===== src/rtl/uart_pkg.sv =====
// uart_pkg: shared FSM state encoding and width helper for the UART transmitter
package uart_pkg;
  typedef enum logic [1:0] {IDLE = 2'd0, START = 2'd1, DATA = 2'd2, STOP = 2'd3} state_e;
  function automatic int CeilLog2(input int n);
    int r = 0;
    while ((1 << r) < n) r++;
    return r;
  endfunction
endpackage


===== src/rtl/uart_tick_counter.sv =====
// uart_tick_counter: wrapping baud counter with a terminal flag at MAXIMUM_VALUE-1
module uart_tick_counter #(
  parameter int MAXIMUM_VALUE = 434,
  parameter int NBITS = 9
) (
  input  logic             clk,
  input  logic             reset,
  input  logic             enable,
  input  logic             clear,
  output logic [NBITS-1:0] count,
  output logic             flag
);
  assign flag = count == NBITS'(MAXIMUM_VALUE - 1);
  always_ff @(negedge clk or negedge reset)
    if (!reset) count <= '0;
    else if (clear) count <= '0;
    else if (enable) count <= flag ? '0 : count + NBITS'(1);
endmodule


===== src/rtl/uart_tx.sv =====
// uart_tx: falling-edge UART transmitter, start + LSB-first payload + stop bit
module uart_tx
  import uart_pkg::*;
#(
  parameter int CLKS_PER_BIT = 434,
  parameter int DATA_BITS = 8,
  parameter int NBITS = CeilLog2(CLKS_PER_BIT)
) (
  input  logic                 clk,
  input  logic                 reset,
  input  logic                 tx_start,
  input  logic [DATA_BITS-1:0] tx_data,
  output logic                 tx,
  output logic                 tx_busy,
  output logic                 tx_done
);
  localparam int IW = CeilLog2(DATA_BITS);
  state_e               state_q;
  logic [DATA_BITS-1:0] sh_q;
  logic [IW-1:0]        idx_q;
  logic                 tx_q, busy_q, done_q;
  logic [NBITS-1:0]     baud_cnt;
  logic                 tick, last_bit, leave;
  assign last_bit = idx_q == IW'(DATA_BITS - 1);
  // a DATA tick between bits is not a state change, so the counter just wraps there
  assign leave = state_q == IDLE ? tx_start : tick & (state_q != DATA | last_bit);
  uart_tick_counter #(.MAXIMUM_VALUE(CLKS_PER_BIT), .NBITS(NBITS)) u_baud (
    .clk   (clk),
    .reset (reset),
    .enable(state_q != IDLE),
    .clear (leave),
    .count (baud_cnt),
    .flag  (tick)
  );
  always_ff @(negedge clk or negedge reset)
    if (!reset) begin
      state_q <= IDLE;
      sh_q    <= '0;
      idx_q   <= '0;
      tx_q    <= 1'b1;
      busy_q  <= 1'b0;
      done_q  <= 1'b0;
    end else begin
      done_q <= 1'b0;
      case (state_q)
        IDLE: if (tx_start) begin
          state_q <= START;
          sh_q    <= tx_data;
          idx_q   <= '0;
          tx_q    <= 1'b0;
          busy_q  <= 1'b1;
        end
        START: if (tick) begin
          state_q <= DATA;
          tx_q    <= sh_q[0];
          sh_q    <= sh_q >> 1;
        end
        DATA: if (tick) begin
          if (last_bit) begin
            state_q <= STOP;
            idx_q   <= '0;
            tx_q    <= 1'b1;
          end else begin
            idx_q <= idx_q + 1'b1;
            tx_q  <= sh_q[0];
            sh_q  <= sh_q >> 1;
          end
        end
        STOP: if (tick) begin
          state_q <= IDLE;
          busy_q  <= 1'b0;
          done_q  <= 1'b1;
        end
      endcase
    end
  assign tx      = tx_q;
  assign tx_busy = busy_q;
  assign tx_done = done_q;
  baud_in_range: assert property (@(negedge clk) disable iff (!reset) int'(baud_cnt) < CLKS_PER_BIT);
endmodule

===== config.mk =====
export PLATFORM = sky130hd
export DESIGN_NAME = uart_tx
export DESIGN_NICKNAME = d
export VERILOG_FILES = /design/src/rtl/uart_pkg.sv /design/src/rtl/uart_tick_counter.sv /design/src/rtl/uart_tx.sv
export SDC_FILE = /design/constraint.sdc
export NUM_CORES = 1
export LEC_CHECK = 0
export ABC_AREA = 1
export BUFFER_PORTS_ARGS = -buffer_cell sky130_fd_sc_hd__buf_2
export CAP_MARGIN = 5
export CORE_MARGIN = 5
export CORE_UTILIZATION = 58
export DETAILED_ROUTE_END_ITERATION = 6
export PLACE_DENSITY = 0.9
export SYNTH_ARGS = -nofsm -noshare
export SYNTH_HDL_FRONTEND = slang
export SYNTH_SLANG_ARGS = --single-unit

===== constraint.sdc =====
create_clock -name clk -period 1.9 [get_ports clk]
set_input_delay 0.38 -clock clk [delete_from_list [all_inputs] [get_ports clk]]
set_output_delay 0.38 -clock clk [all_outputs]
set_load 0.005 [all_outputs]

==> results.md, run 1 <==
- Status: complete, but fails checks
- Failing checks: negative setup slack
- Vias in the first global route: ~1,200
- Initial Utilization: ~60%
- Wirelength per Cell: between 10 and 15 µm
- VDD IR max: 0.001781 V
- P_int: 1507 µW
- Height of the die: around 60 µm
- Dpl hpwl: 2275 µm
- Crit-path leading delay family: flip-flops
- Syn nets: approximately 190
- Unrepaired setup endpoints after global routing: yes
- Sequential fraction of design power: a little under a third
- Dpl ws: -0.3393 ns
- Bufs on Longest Clock Path: 2
- Multi-input gate area: between 700 and 800 µm²
- FF+latch count, synth: 25
- Layout Skew: between 0.07 and 0.08 ns
- Rows: 18
- Mapped Avg Cell Area: around 8.7 µm²
- Antenna diode count: 0
- Comb power frac: 59.1%
- Root Driver: clkbuf_4
- Crit path required time: about 1.5 ns
- Iter 0 DRT Violations: 54
- Pin count of the biggest net entering global routing: 14
- GRT overflow: 0
- CTS tree: done
- First-pass GRT wire length: between 5000 and 6000 µm
- Cells after synthesis: between 150 and 200
- Final setup fails: 3
- CP max stage delay: roughly 0.54 ns
- Switch Pwr: around 1200 µW
- Min-delay worst type: reg2reg
- Worst Path Max Fanout: 2
- Setup crit start kind: flip-flop
- Synth warnings: 0
- Worst slew pin tran: between 0.4 and 0.5 ns
- Mapped cell area: approximately 1400 µm²
- Layout area overhead: 18.13%
- Clock buffer count from CTS: 3
- DIE AREA: 3584 µm²
- Xor/xnor share of the synthesized area: ~1.2%
- Later-pin clock latency in the skew report: 0.39 ns
- Num ports: 14
- Sum of buffers and inverters on the critical path: 1
- Antenna violations before repair: 0
- Fill cells: about 180
- Critical path class: reg2out
- Setup crit end kind: primary output
- Clock Power Share: a little under a tenth
- Crit path cell chain: buf_6
- Gr usage total: a little under a fifth
- Routability Congestion: 0.8703
- Register Area: between 600 and 700 µm²
- Final ANT Viol Nets: 0
- Slew Limit Headroom: between 60 and 70%
- Post-synthesis sequential area ratio: 43.45%
- Largest family of logic cells by synthesized area: simple AND/OR/NAND/NOR gates
- # DRC: 0
- Placed Instances: roughly 220
- Share of layout cells above drive strength 1: between 20 and 30%
- Final worst slack: -0.4537 ns
- Layout Cells excl Fill: ~220
- Port buffer count: 13
- Power density cells: between 1500 and 2000 nW/µm²
- Max Cap Violations: 0
- # H-tree levels: 1
- Fin nets: 214
- Slowest CP cell: dfstp_2
- Total detailed-routing wirelength: 2975 µm
- TritonRoute pass-1 iters: 4
- Fin area: approximately 1700 µm²
- Leakage power: around 0.00087 µW
- Core box area: between 2000 and 2500 µm²
- DR vias/cell: 5.368
- Post-synthesis compound-gate area fraction: 11.80%
- Clk sink count: 25
- Area after DPL: 1634 µm²
- Simple-gate share of the synthesized area: between 20% and 30%
- Adder-cell area share of the yosys netlist: 7.806%
- Reg clk slew, reported paths: approximately 0.090 ns
- Via count: 1,197
- Worst endpoint data arrival time: slightly below 2 ns
- Multiplexer share of the synthesized area: ~5%
- Switch share: a little under half
- Die W: between 50 and 60 µm
- Max-slew violations: 0
- Hold Vio Cnt, Final: 0
- Unique cell type count in the Yosys netlist: 29
path summary, 6_finish.rpt:
kind / startpoint / to / slack [ns] / cells past startpoint
worst max-delay path: tx / tx / -0.45 / 1
worst min-delay path: sh_q[3] / sh_q[3] / 0.44 / 2
worst max register to register: state_q[0] / sh_q[6] / 0.19 / 4
worst min register to register: sh_q[3] / sh_q[3] / 0.44 / 2
max in group asynchronous: reset / sh_q[4] / 0.71 / 2
min in group asynchronous: reset / u_baud.count[5] / 0.75 / 1
worst register-to-register path, delay by kind of cell, from the launching register on:
| family | cells | cell delay (ns) |
|---|---|---|
| compound gates | 1 | 0.08 |
| mux | 1 | 0.32 |
| buf+inv | 1 | 0.10 |
| fa+ha+maj | 1 | 0.59 |
| flops | 1 | 0.47 |
layout by cell type, fill, tap and decap left out, drive strengths merged:
master	instances
o22ai	2
nand3	12
dfstp	1
buf	24
xor2	1
nor4	1
o21ai	23
xnor2	1
ha	9
a21oi	1
inv	21
nand2	49
nand3b	1
o211ai	1
mux2i	7
or2	3
nand4	2
dfrtn	24
nor2	6
clkbuf	4
cell type report:
class,count,area share (%)
repair buffers,24,9.178
multi-input cells,119,44.64
well taps,30,2.203
flip-flops and latches,25,36.78
inverters,20,5.433
clock buffers,4,1.542
clock inverters,1,0.2203
registers in the layout, indices dropped and copies added, names as in the netlist:
signal	count
u_baud.count	9
tx_done	1
sh_q	8
tx_busy	1
idx_q	3
tx	1
state_q	2
Yosys cell counts (all sizes together):
cell / count / area, µm²
xor2: 1 / 8.760
o211ai: 1 / 7.510
nand4: 2 / 12.51
ha: 9 / 112.6
or2: 3 / 18.77
clkbuf: 1 / 3.750
a21oi: 1 / 5.000
o21ai: 23 / 145.1
dfrtn: 24 / 600.6
nor4: 1 / 6.260
dfstp: 1 / 26.28
nand3: 11 / 67.57
nand2: 49 / 206.5
buf: 1 / 11.26
o22ai: 2 / 12.51
xnor2: 1 / 8.760
mux2i: 7 / 70.07
nand3b: 1 / 7.510
inv: 21 / 78.83
nor2: 6 / 32.53
metal layers:
metal  global-route usage (%)  up-vias  routed length (µm)
li1                         -      597                   -
met1                    22.77      570                1330
met2                    32.10       25                1460
met3                    4.752        5                 141
met4                    7.278        0                  42
met5                        0        -                   0
per-stage QoR:
stage | hold slack, ns | utilization, % | power (µW) | TNS, ns
6_report | 0.4443 | 70.06 | 2753 | -0.9761
5_1_grt | 0.4632 | 70.06 | 2978 | -1.054
4_1_cts | 0.4467 | 69.55 | 2725 | -0.9798
3_5_place_dp | 0.4408 | 67.18 | 2393 | -5.183
3_3_place_gp | 0.4246 | 67.18 | 2278 | -4.629
2_1_floorplan | 0.4149 | - | 2031 | -0.7641
cell families (layout without fill, tap and decap cells):
family,count (synthesis),after routing
and+or+nand+nor,73,74
AOI/OAI and AO/OA,27,27
DFF,25,25
buffers and inverters,23,49
adders and majority gates,9,9
muxes,7,7
xor gates and xnor gates,2,2
power by group through the flow:
stage	clock (µW)	sequential (µW)	combinational [µW]
detailed placement	6.59	874	1510
floorplan	6.59	842	1180
global placement	6.59	859	1410
finish	259	868	1630
CTS	259	866	1600
global route	277	886	1820
timing repair:
action | 4_1_cts | 5_1_grt
hold buffers | 0 | 0
pin swaps | 1 | 3
hold endpoints to repair | 0 | 0
buffers inserted | 1 | 1
gates resized for setup | 2 | 3
setup endpoints to repair | 4 | 11
gates cloned | 1 | 0
(Power assumes the default switching activity.)
==> inputs of run 2 (changes only) <==
- CORE_ASPECT_RATIO: unset -> 2
- SYNTH_HIERARCHICAL: unset -> 1
==> run 2 against run 1 <==
Compared with the run above:
- first-iteration DRC count rose by 52%
- cell area rose by 23%
- the run still ends with negative setup slack left
- combinational power rose by 30%
==> results.md, run 2 <==
- Status: complete, but fails checks
- Failing checks: negative setup slack
- Layout Skew: 0.05183 ns (-0.02050 ns)
- Slowest CP cell: dfstp_2
- Unrepaired setup endpoints after global routing: yes
- Routability Congestion: 0.9676 (+11%)
- Initial Utilization: 61.15% (+1.8 points)
- Setup TNS Final: -2.562 ns (-1.586 ns)
- CTS tree: done
- Synth top area share: 38.22% (-3.4 points)
- Placed Instances: 271 (+25%)
- Antenna violations before repair: 0 (unchanged)
- Max Cap Violations: 0 (unchanged)
- Crit-path leading delay family: flip-flops
- Clock buffer count from CTS: 3 (unchanged)
- Total Power: 3304 µW (+20%)
- Fin nets: 276 (+29%)
- DIE AREA: 3913 µm² (+9.2%)
- Setup crit end kind: primary output
- Worst Path Max Fanout: 2 (unchanged)
- Critical path class: reg2out
- Syn nets: 236 (+27%)
- Root Driver: clkbuf_8
- Dpl hpwl: 2956 µm (+30%)
- Worst endpoint data arrival time: 1.91 ns (-0.06 ns)
- VDD IR max: 0.001221 V (-31%)
- Crit path required time: 1.52 ns (about the same)
- Sum of buffers and inverters on the critical path: 1 (unchanged)
- Post-synth EDFFs: 0 (unchanged)
- Final setup fails: 22 (+19)
- Max-slew violations: 0 (unchanged)
- CP max stage delay: 0.52 ns (-0.02 ns)
- Slew Limit Headroom: 79.34% (+10 points)
- Dpl ws: -0.5548 ns (-0.2156 ns)
- Core box area: 2570 µm² (+5.7%)
- Most frequent cells in the layout: 76 x nand2_1, 24 x dfrtn_1, 20 x inv_1
- Port buffer count: 13 (unchanged)
- Hold Vio Cnt, Final: 0 (unchanged)
- Primary FF master, synth: dfrtn_1
- GRT overflow: 0 (unchanged)
- Die W: 46.81 µm (-22%)
- Unique cell type count in the Yosys netlist: 25 (-14%)
- Gr usage total: 24.67% (+5.8 points)
- Clk sink count: 25 (unchanged)
- Layout area overhead: 33.28%
- Reg clk slew, reported paths: 0.06 ns (-0.03 ns)
- Largest reg by FF count: u_baud/count
- Worst slew pin tran: 0.3099 ns (-0.1559 ns)
- Leakage power: 0.001132 µW (+31%)
- Commonest cells post-synth: 92 x nand2_1, 24 x dfrtn_1, 23 x inv_1
- # H-tree levels: 1 (unchanged)
- Pin count of the biggest net entering global routing: 15 (+1)
- Iter 0 DRT Violations: 82 (+52%)
- FF+latch count, synth: 25 (unchanged)
- Num ports: 14 (unchanged)
- Mapped cell area: 1572 µm² (+8.9%)
- Via count: 1,649 (+38%)
- Height of the die: 83.61 µm (+40%)
- Vias in the first global route: 1,661 (+38%)
- Power density cells: 1577 nW/µm² (-2.4%)
- Antenna diode count: 0 (unchanged)
- Crit path cell chain: buf_2
- Largest regs: u_baud/count x9, sh_q x8, idx_q x3
- Layout Cells excl Fill: 282 (+26%)
- Wirelength per Cell: 17.38 µm (+30%)
- Mapped Avg Cell Area: 7.309 µm² (-16%)
- # DRC: 0 (unchanged)
- TritonRoute pass-1 iters: 4 (unchanged)
- Final worst slack: -0.3882 ns (+0.06550 ns)
- Min-delay worst type: reg2reg
- DR vias/cell: 5.848 (+8.9%)
- Rows: 26 (+8)
- Share of layout cells above drive strength 1: 33.46% (+5.5 points)
- Post-synthesis sequential area ratio: 39.89% (-3.6 points)
- Commonest non-fill, non-tap cell in the layout: nand2_1
- Synth warnings: 6 (+6)
- Setup crit start kind: flip-flop
- Bufs on Longest Clock Path: 2 (unchanged)
- Synth area leader: dfrtn_1
- Hold Buf Count CTS: 0 (unchanged)
- Final ANT Viol Nets: 0 (unchanged)
- Most common cell in the netlist: nand2_1
- Async set-reset flop share out of synthesis: 100.0% (unchanged)
- Final hold slack: 0.4285 ns (-0.01572 ns)
- Largest cells by area after synthesis: dfrtn_1 38%, nand2_1 22%, ha_1 8.0%
- Total detailed-routing wirelength: 4901 µm (+65%)
- First-pass GRT wire length: 7210 µm (+41%)
- Later-pin clock latency in the skew report: 0.33 ns (-0.06 ns)
- Cells after synthesis: 215 (+30%)
- Max reg flops: 9 (unchanged)
==> run 2: cell count changes in the layout (fill, tap and decap cells not counted), moves of 4 or more <==
| cell | delta |
|---|---|
| nand2_1 | +35 |
| nand2_2 | +9 |
| nor2_1 | +9 |
| nand4_1 | +8 |
| o21ai_0 | -8 |
| nand3_1 | -7 |
| o21ai_2 | -7 |
| mux2i_1 | -6 |
| buf_6 | +5 |
| inv_2 | +5 |
| nor2_4 | +4 |
==> run 2: area by class of cell <==
| class | instances | area [µm²] |
|---|---|---|
| clock buffers | 3 | 41.29 |
| clock inverters | 2 | 8.758 |
| fillers | 162 | 475.5 |
| inverters | 28 | 120.1 |
| multi-input cells | 160 | 962.2 |
| flip-flops and latches | 25 | 626.9 |
| well taps | 28 | 35.03 |
| repair buffers | 36 | 300.3 |
==> run 2: metrics by stage <==
step | util (%) | cell area [µm²]
2_1_floorplan | - | 1610
3_3_place_gp | 71.52 | 1838
3_5_place_dp | 71.52 | 1838
4_1_cts | 77.26 | 1986
5_1_grt | 81.50 | 2095
6_report | 81.50 | 2095
==> run 2: repair_timing <==
item / 4_1_cts / 5_1_grt
setup buffers: 5 / 5
pin swaps: 11 / 14
setup endpoints to repair: 22 / 23
resized for setup: 17 / 26
==> run 2: logic make-up after synthesis <==
family,Yosys count,share of synthesized area (%)
xor+xnor,3,1.672
simple gates,134,37.74
buf+inv,30,7.245
flops,25,39.89
compound gates,12,4.856
mux,1,0.6370
fa+ha+maj,10,7.962
==> run 2: report_power, final <==
part / switching, µW / internal (µW) / leakage (µW) / total [µW]
clock network: 187 / 150 / 0.0000308 / 338
logic: 1300 / 818 / 0.000779 / 2120
registers: 123 / 724 / 0.000322 / 847
total: 1610 / 1690 / 0.00113 / 3300
==> run 2: path summary, 6_finish.rpt <==
check / start / end / slack, ns / cells after the start
min in group asynchronous: reset / u_baud/count[4] / 0.80 / 1
worst min register to register: sh_q[6] / sh_q[6] / 0.43 / 2
worst max-delay path: tx / tx / -0.39 / 1
worst max register to register: u_baud/count[0] / u_baud/count[2] / -0.07 / 10
max in group asynchronous: reset / idx_q[1] / 0.65 / 2
worst min-delay path: sh_q[6] / sh_q[6] / 0.43 / 2
==> run 2: metal layers <==
layer | share of wire [%] | wire, µm | global-route usage, %
met5 | 0 | 0 | 0
met4 | 6.2 | 303 | 14.11
met3 | 4.8 | 234 | 3.240
met2 | 57 | 2779 | 43.37
met1 | 32 | 1584 | 25.38
==> inputs of run 3 (changes only) <==
- CORE_UTILIZATION: 58 -> 35
- PLACE_DENSITY: 0.9 -> 0.64
==> run 3 against run 2 <==
Compared with the run above:
- the run still ends with negative setup slack left
- clock skew grew 0.0057 ns
- worst setup slack lost 0.0036 ns
- cell area grew 3.4%
- largest power group unchanged
- highest routed layer unchanged
- critical path depth is the same
==> results.md, run 3 (synthesis gave the netlist of run 2 again) <==
- Largest reg by FF count: u_baud/count
- Max-slew violations: 0 (unchanged)
- Reg2Reg Launch Point: u_baud/count[1]
- Setup crit end kind: primary output
- DIE AREA: 6011 µm² (+54%)
- Slew Limit Headroom: 75.85% (-3.5 points)
- Routability Congestion: 0.9339 (-3.5%)
- Register Area: 626.9 µm² (unchanged)
- Dpl hpwl: 2994 µm (+1.3%)
- Slowest CP cell: dfstp_2
- Worst hold endpoint: sh_q[5]
- Initial Utilization: 36.22% (-25 points)
- Clk sink count: 25 (unchanged)
- Reg2Reg Setup Slack: -0.01 ns (+0.06 ns)
- Hold path depth: 2 (unchanged)
- CP max stage delay: 0.53 ns (about the same)
- Height of the die: 104.8 µm (+25%)
- Fill cells: 438 (+170%)
- Status: complete, but fails checks
- Critical path class: reg2out
- Commonest non-fill, non-tap cell in the layout: nand2_1
- Min-delay worst type: reg2reg
- Rows: 34 (+31%)
- Antenna diode count: 0 (unchanged)
- Num ports: 14 (unchanged)
- Vias in the first global route: 1,451 (-13%)
- Crit. Startpoint: tx
- Hold wc startpoint: sh_q[5]
- Max reg flops: 9 (unchanged)
- Clock buffer count from CTS: 3 (unchanged)
- Crit path cell chain: buf_6
- Setup crit start kind: flip-flop
- Total detailed-routing wirelength: 3791 µm (-23%)
- Power density cells: 1477 nW/µm² (-6.4%)
- FF-to-FF End: u_baud/count[4]
- FF-to-FF path depth: 11 (+1)
- TritonRoute pass-1 iters: 4 (unchanged)
- Share of layout cells above drive strength 1: 35.02% (+1.6 points)
- Max Cap Violations: 0 (unchanged)
- Core box area: 4339 µm² (+69%)
- Later-pin clock latency in the skew report: 0.34 ns (about the same)
- Multi-input gate area: 958.4 µm² (-0.39%)
- Largest regs: u_baud/count x9, sh_q x8, idx_q x3
- Crit-path leading delay family: flip-flops
- Worst slew pin tran: 0.3623 ns (+0.05240 ns)
- Final hold slack: 0.4217 ns (-0.006891 ns)
- Final setup fails: 12 (-45%)
- Die W: 57.38 µm (+23%)
- Reg clk slew, reported paths: 0.06 ns (about the same)
- Total Power: 3199 µW (-3.2%)
- GRT overflow: 0 (unchanged)
- Via count: 1,476 (-10%)
- Crit path depth: 1 (unchanged)
- # DRC: 0 (unchanged)
- VDD IR max: 0.001010 V (-17%)
- Crit path required time: 1.52 ns (about the same)
- Hold Vio Cnt, Final: 0 (unchanged)
- CTS tree: done
- Fin nets: 279 (+1.1%)
- Unrepaired setup endpoints after global routing: yes
- DR vias/cell: 4.746 (-19%)
- Sum of buffers and inverters on the critical path: 1 (unchanged)
- Antenna violations before repair: 0 (unchanged)
- Final worst slack: -0.3918 ns (-0.003627 ns)
- Wirelength per Cell: 12.19 µm (-30%)
- # H-tree levels: 1 (unchanged)
- Most frequent cells in the layout: 76 x nand2_1, 24 x dfrtn_1, 18 x inv_1
- Final ANT Viol Nets: 0 (unchanged)
- Leakage power: 0.001159 µW (+2.4%)
- Root Driver: clkbuf_8
- Iter 0 DRT Violations: 26 (-68%)
- Failing checks: negative setup slack
- Worst Path Max Fanout: 2 (unchanged)
- Worst endpoint data arrival time: 1.91 ns (about the same)
- Bufs on Longest Clock Path: 2 (unchanged)
- Port buffer count: 13 (unchanged)
- Layout area overhead: 37.82%
- Gr usage total: 13.44% (-11 points)
- Layout Skew: 0.05755 ns (+0.005725 ns)
- First-pass GRT wire length: 6327 µm (-12%)
- Pin count of the biggest net entering global routing: 16 (+1)
-- run 3: metrics by stage --
step                worst slack [ns]  util (%)  setup TNS, ns  area [µm²]  instances
floorplan                    -0.2780         -         -2.016        1610        215
global placement             -0.5127     44.38         -8.968        1926        301
detailed placement           -0.5462     44.38         -9.266        1926        301
CTS                          -0.4037     47.35         -1.589        2054        307
global route                 -0.4280     49.91         -2.331        2166        311
finish                       -0.3918     49.91         -1.777        2166        311
-- run 3: how the worst max path moves through the flow --
stage,to
final,tx
after global routing,tx
after CTS,tx
after detailed placement,u_baud/count[3]
after global placement,u_baud/count[3]
after floorplan,u_baud/count[4]
-- run 3: area by class of cell --
class / instances / area share [%]
tap: 54 / 3.120
clock buffer: 3 / 1.906
timing repair buffer: 39 / 15.77
clock inverter: 2 / 0.4622
multi-input combinational: 160 / 44.25
inverter: 28 / 5.546
sequential: 25 / 28.94
-- run 3: report_power, final --
group          switching [µW]  internal, µW  total (µW)
logic                    1170           857        2030
registers                 107           724         831
clock network             188           153         341
total                    1460          1730        3200
-- run 3: layer usage --
layer | share of wire, % | track usage [%] | routed length [µm] | up-vias
li1 | - | - | - | 754
met1 | 35 | 12.51 | 1319 | 677
met2 | 58 | 25.00 | 2208 | 29
met3 | 2.4 | 1.852 | 90 | 16
met4 | 4.6 | 9.784 | 173 | 0
met5 | 0 | 0 | 0 | -
-- run 3: timing repair --
| item | CTS | global route |
|---|---|---|
| gates resized for setup | 16 | 29 |
| pin swaps | 12 | 11 |
| setup endpoints to repair | 22 | 25 |
| hold buffers | 0 | 0 |
| buffers inserted | 2 | 7 |
| gates cloned | 0 | 0 |
-- run 3: worst reg2reg max path, cell delays in order, from the launching register on --
cell     delay [ns]
dfrtn_1        0.38
inv_2          0.08
ha_2           0.18
nand4_1        0.11
nor3_2         0.27
inv_2          0.09
o21ai_4        0.22
nor2_4         0.08
inv_2          0.09
nand2_2        0.07
xor2_2         0.15
nor2_2         0.04
